===== src/rtl/train_agent.sv =====
// ---------------------------------------------------------------------------
// train_agent
//
// Junction agent for four trains that share one track segment. Each train
// runs its own IDLE -> WAIT -> CROSS state machine. An external traffic
// controller names the train that may use the track. A crossing finishes
// once the grant has been held for CROSS_CYCLES+1 consecutive edges. Only
// one train occupies the track at a time, so one occupancy counter is
// shared by all four trains.
//
// Parameters
//   CROSS_CYCLES   track occupancy length in clock cycles (1..15)
//
// Ports
//   clk            single clock, rising-edge active
//   reset          asynchronous, active-low reset
//   arrive[3:0]    bit i pulses when train i+1 reaches the junction
//   grant[2:0]     controller grant: 0 none, 1..4 train, 5..7 illegal
//   train_request  bit i high while train i+1 waits for or holds the track
//   train_done     one-cycle pulse when the current crossing completes
//   crossing_id    train currently on the track (1..4), 0 when free
//   crossed_count  completed crossings, saturating at 255
//   abort_count    crossings revoked by the controller, saturating at 255
//   arrive_drop    one-cycle pulse when an arrival is discarded
//   grant_error    sticky flag, set when an illegal grant value is sampled
// ---------------------------------------------------------------------------
module train_agent #(
  parameter int CROSS_CYCLES = 3
) (
  input  logic       clk,
  input  logic       reset,
  input  logic [3:0] arrive,
  input  logic [2:0] grant,
  output logic [3:0] train_request,
  output logic       train_done,
  output logic [2:0] crossing_id,
  output logic [7:0] crossed_count,
  output logic [7:0] abort_count,
  output logic       arrive_drop,
  output logic       grant_error
);

  typedef enum logic [1:0] {
    IDLE  = 2'd0,
    WAIT  = 2'd1,
    CROSS = 2'd2
  } state_t;

  localparam logic [3:0] CROSS_LAST = 4'(CROSS_CYCLES);

  // Shared occupancy counter and registered outputs
  logic [3:0] cnt_reg, cnt_next;
  logic [3:0] request_reg, request_next;
  logic       done_reg, done_next;
  logic [2:0] crossing_id_reg, crossing_id_next;
  logic [7:0] crossed_count_reg, crossed_count_next;
  logic [7:0] abort_count_reg, abort_count_next;
  logic       drop_reg, drop_next;
  logic       grant_error_reg, grant_error_next;

  // Per-train event flags gathered from the generate blocks
  logic [3:0] start_vec;
  logic [3:0] step_vec;
  logic [3:0] done_vec;
  logic [3:0] abort_vec;
  logic [3:0] drop_vec;
  logic [3:0] cross_vec;
  logic [3:0] cross_next_vec;
  logic [3:0] busy_next_vec;

  logic       grant_illegal;
  logic [2:0] grant_eff;
  logic       any_cross;

  // Illegal grant codes behave exactly like "no grant" for the FSMs.
  assign grant_illegal = (grant > 3'd4);
  assign grant_eff     = grant_illegal ? 3'd0 : grant;
  assign any_cross     = |cross_vec;

  for (genvar gi = 0; gi < 4; gi++) begin : g_train
    localparam logic [2:0] TRAIN_ID = 3'(gi + 1);

    state_t state_reg, state_next;
    logic   granted;
    logic   start_ev, step_ev, done_ev, abort_ev, drop_ev;

    assign granted = (grant_eff == TRAIN_ID);

    always_ff @(posedge clk or negedge reset) begin
      if (!reset) begin
        state_reg <= IDLE;
      end else begin
        state_reg <= state_next;
      end
    end

    always_comb begin
      state_next = state_reg;
      start_ev   = 1'b0;
      step_ev    = 1'b0;
      done_ev    = 1'b0;
      abort_ev   = 1'b0;
      drop_ev    = 1'b0;
      case (state_reg)
        IDLE: begin
          // A grant naming an idle train is simply ignored.
          if (arrive[gi]) begin
            state_next = WAIT;
          end
        end
        WAIT: begin
          drop_ev = arrive[gi];
          // Entry is blocked while any other train still holds the track,
          // even if that train is being revoked on this same edge.
          if (granted && !any_cross) begin
            state_next = CROSS;
            start_ev   = 1'b1;
          end
        end
        CROSS: begin
          // Arrivals are discarded here too, including on the completion edge.
          drop_ev = arrive[gi];
          if (granted) begin
            if (cnt_reg == CROSS_LAST) begin
              state_next = IDLE;
              done_ev    = 1'b1;
            end else begin
              step_ev = 1'b1;
            end
          end else begin
            state_next = WAIT;
            abort_ev   = 1'b1;
          end
        end
        default: begin
          state_next = IDLE;
        end
      endcase
    end

    assign start_vec[gi]      = start_ev;
    assign step_vec[gi]       = step_ev;
    assign done_vec[gi]       = done_ev;
    assign abort_vec[gi]      = abort_ev;
    assign drop_vec[gi]       = drop_ev;
    assign cross_vec[gi]      = (state_reg == CROSS);
    assign cross_next_vec[gi] = (state_next == CROSS);
    assign busy_next_vec[gi]  = (state_next != IDLE);
  end

  // Next values for the shared counter and every registered output
  always_comb begin
    cnt_next           = cnt_reg;
    request_next       = busy_next_vec;
    done_next          = |done_vec;
    drop_next          = |drop_vec;
    crossing_id_next   = 3'd0;
    crossed_count_next = crossed_count_reg;
    abort_count_next   = abort_count_reg;
    grant_error_next   = grant_error_reg | grant_illegal;

    if (|start_vec) begin
      cnt_next = 4'd1;
    end else if (|step_vec) begin
      cnt_next = cnt_reg + 4'd1;
    end else if ((|done_vec) || (|abort_vec)) begin
      cnt_next = 4'd0;
    end

    // At most one train can be in CROSS after this edge.
    for (int i = 0; i < 4; i++) begin
      if (cross_next_vec[i]) begin
        crossing_id_next = 3'(i + 1);
      end
    end

    if ((|done_vec) && (crossed_count_reg != 8'hFF)) begin
      crossed_count_next = crossed_count_reg + 8'd1;
    end
    if ((|abort_vec) && (abort_count_reg != 8'hFF)) begin
      abort_count_next = abort_count_reg + 8'd1;
    end
  end

  always_ff @(posedge clk or negedge reset) begin
    if (!reset) begin
      cnt_reg           <= 4'd0;
      request_reg       <= 4'd0;
      done_reg          <= 1'b0;
      crossing_id_reg   <= 3'd0;
      crossed_count_reg <= 8'd0;
      abort_count_reg   <= 8'd0;
      drop_reg          <= 1'b0;
      grant_error_reg   <= 1'b0;
    end else begin
      cnt_reg           <= cnt_next;
      request_reg       <= request_next;
      done_reg          <= done_next;
      crossing_id_reg   <= crossing_id_next;
      crossed_count_reg <= crossed_count_next;
      abort_count_reg   <= abort_count_next;
      drop_reg          <= drop_next;
      grant_error_reg   <= grant_error_next;
    end
  end

  assign train_request = request_reg;
  assign train_done    = done_reg;
  assign crossing_id   = crossing_id_reg;
  assign crossed_count = crossed_count_reg;
  assign abort_count   = abort_count_reg;
  assign arrive_drop   = drop_reg;
  assign grant_error   = grant_error_reg;

endmodule


===== config.mk =====
export PLATFORM = sky130hd
export DESIGN_NAME = train_agent
export DESIGN_NICKNAME = d
export VERILOG_FILES = /design/src/rtl/train_agent.sv
export SDC_FILE = /design/constraint.sdc
export NUM_CORES = 1
export LEC_CHECK = 0
export CORE_ASPECT_RATIO = 2
export CORE_MARGIN = 5
export CORE_UTILIZATION = 55
export CTS_CLUSTER_SIZE = 10
export DETAILED_ROUTE_END_ITERATION = 7
export MAX_ROUTING_LAYER = met4
export PLACE_DENSITY = 0.81
export SLEW_MARGIN = 20
export SYNTH_ARGS = -nofsm -noshare
export SYNTH_HDL_FRONTEND = slang
export SYNTH_SLANG_ARGS = --single-unit

===== constraint.sdc =====
create_clock -name clk -period 3.6 [get_ports clk]
set_input_delay 0.36 -clock clk [delete_from_list [all_inputs] [get_ports clk]]
set_output_delay 0.36 -clock clk [all_outputs]
set_load 0.02 [all_outputs]

==> out/metrics.yaml <==
outcome: "finished clean"
maxSlewViolCount: 0
cts_resized: 0
r2r_start: "g_train[2].state_reg[0]"
initial_core_util_pct: 55.9
finalSetupViolCount: 0
syn-num-nets: 246
clock-sinks: 38
fin_nets: 283
start_kind: "register"
ant_nets: 0
io_pins: 35
overflow: 0
ys_seq_elements: 38
diodes: 0
seq_area_frac_synth_pct: 42.0
crit_fanout: 7
tns_ns: 0
synth_area_leaders: "dfrtp_1 (42%), ha_1 (11%), xnor2_1 (3.5%)"
netlist_area_um2: 2260
first_pass_iters: 4
min_period_over_period_pct: 64.3
numCtsBuffers: 5
rsz0062_at_grt: "no"
antenna_found_initial: 0
yosysUniqueCellTypes: 56
p_total_uw: 1930
place.gp.congestion: 0.879
avgSynthCellArea_um2: 10.4
cp.required_ns: 3.82
async_flop_share_pct: 100
grt_pass1_vias: 1924
dr.first_iter.drc_count: 38
vias_per_cell: 5.78
io_buffers: 34
yosys.area.top_type: "dfrtp_1"
fp.dieH_um: 101
grt_pass1_wl_um: 8360
cts_hold_buf: 0
min_path_type: "in -> async"
hold_viol: 0
cap_violations: 0
grtUsageTotal_pct: 19.2
synth_most_common_cell: "dfrtp_1"
peakVddDrop_uv: 419
synth_top_cell_area_share_pct: 42.0
cts_setup_buffers: 0
ff2ff_path_depth: 7
drc: 0
cp_data_arrival_time_ns: 2.53
clk_pin_slew_ns: 0.07
clock.fmax_mhz: 432
final_layout_size_suffix_gt1_share_pct: 10.2
wl_um: 4690
areaGrowthSynthToFinish_pct: 19.7
path_class: "reg -> reg"
cts.root.buffer_cell: "clkbuf_8"
cts_buffer_depth: 2
startpoint: "g_train[2].state_reg[0]"
grt_start_max_net_pins: 39
dp_hpwl_um: 3650
leakagePower_uw: 0.00120
synthTopCellsByCount: "dfrtp_1 (38), ha_1 (19), inv_1 (16)"
fillers: 357
p_per_area_nw_per_um2: 714
relSlewSlack_pct: 46.2
period_needed_ns: 2.32
htree_num_levels: 2
skew_ns: 0.00715
synth-warning-count: 0
cts_tree: "yes"
num_vias: 1774
die_w_um: 55.4
end_kind: "register"
dieArea_um2: 5570
clk_latency_ns: 0.29
row_count: 33
post_drt_wl_per_cell_um: 15.3
synth_edf_count: 0
synth_cells: 218
worst_pin_slew_ns: 0.807
ys.flop_type: "dfrtp_1"
core-area_um2: 4050
## layer usage
layer | up-vias | track usage [%] | part of all wire, %
met5 | - | - | 0
met2 | 45 | 33.8 | 55
li1 | 849 | - | -
met4 | 0 | 12.7 | 4.4
met3 | 20 | 3.33 | 3.3
met1 | 860 | 19.0 | 37
## final timing paths
path / slack (ns) / endpoint
worst max-delay path: 1.28 / crossing_id[0]
worst min-delay path: 0.16 / crossed_count[3]
worst max register to register: 1.28 / crossing_id[0]
worst min register to register: 0.48 / grant_error
max in group asynchronous: 2.92 / abort_count[6]
min in group clk: 0.48 / grant_error
## kinds of logic after synthesis
logic type               Yosys count  synth area share (%)
adder cells (fa/ha/maj)           19                  10.5
buffers and inverters             20                  4.15
multiplexers                       5                  2.38
AO/OA/AOI/OAI                     44                  13.9
AND/OR/NAND/NOR                   78                  21.6
XOR/XNOR                          14                  5.42
flip-flops                        38                  42.0
## metrics by stage
step	utilization (%)	setup WS, ns	hold WS (ns)	cells	cell area [µm²]
floorplan	-	1.53	0.0644	218	2260
global placement	65.0	1.16	0.451	300	2630
detailed placement	65.0	1.11	0.469	300	2630
CTS	66.9	1.25	0.189	307	2710
global route	66.9	1.10	0.241	307	2710
finish	66.9	1.28	0.155	307	2710
## cells in the final DEF, fill, tap and decap left out, drive strengths merged, types with 2 or more instances in the layout
cell and count:
nor2 14, o22ai 2, o311ai 2, or3b 4
or3 2, a21oi 9, nor3b 3, clkinv 2
mux2 3, nand4 3, a311oi 2, nand2b 4
inv 16, or2 3, mux2i 2, clkbuf 5
xnor2 9, o211ai 2, a22oi 3, xor2 5
nand2 12, clkdlybuf4s50 33, a31oi 2, nor2b 4
nand3b 7, o221ai 3, dfrtp 38, ha 19
nand3 7, nor3 7, o21ai 10, and3 4
## final cells by class
| class | instances | area (µm²) | share of cell area [%] |
|---|---|---|---|
| inverter | 16 | 60.1 | 2.22 |
| sequential | 38 | 951 | 35.1 |
| multi-input combinational | 160 | 1220 | 45.0 |
| timing repair buffer | 34 | 335 | 12.4 |
| clock inverter | 2 | 10.0 | 0.370 |
| clock buffer | 5 | 68.8 | 2.54 |
| tap | 52 | 65.1 | 2.40 |
## report_power, final
group	switching [µW]	leakage, µW	total [µW]	internal [µW]
clock	137	0.0000438	267	130
sequential	113	0.000487	669	556
combinational	544	0.000672	997	453
total	793	0.00120	1930	1140
## worst max-delay path, stage by stage, from the launching register on
cell	delay (ns)
dfrtp_1	0.46
inv_1	0.10
ha_1	0.31
nor4_4	0.49
a31oi_1	0.14
nor3_1	0.38
o211ai_1	0.18
a21oi_1	0.17
(Power assumes the default switching activity.)
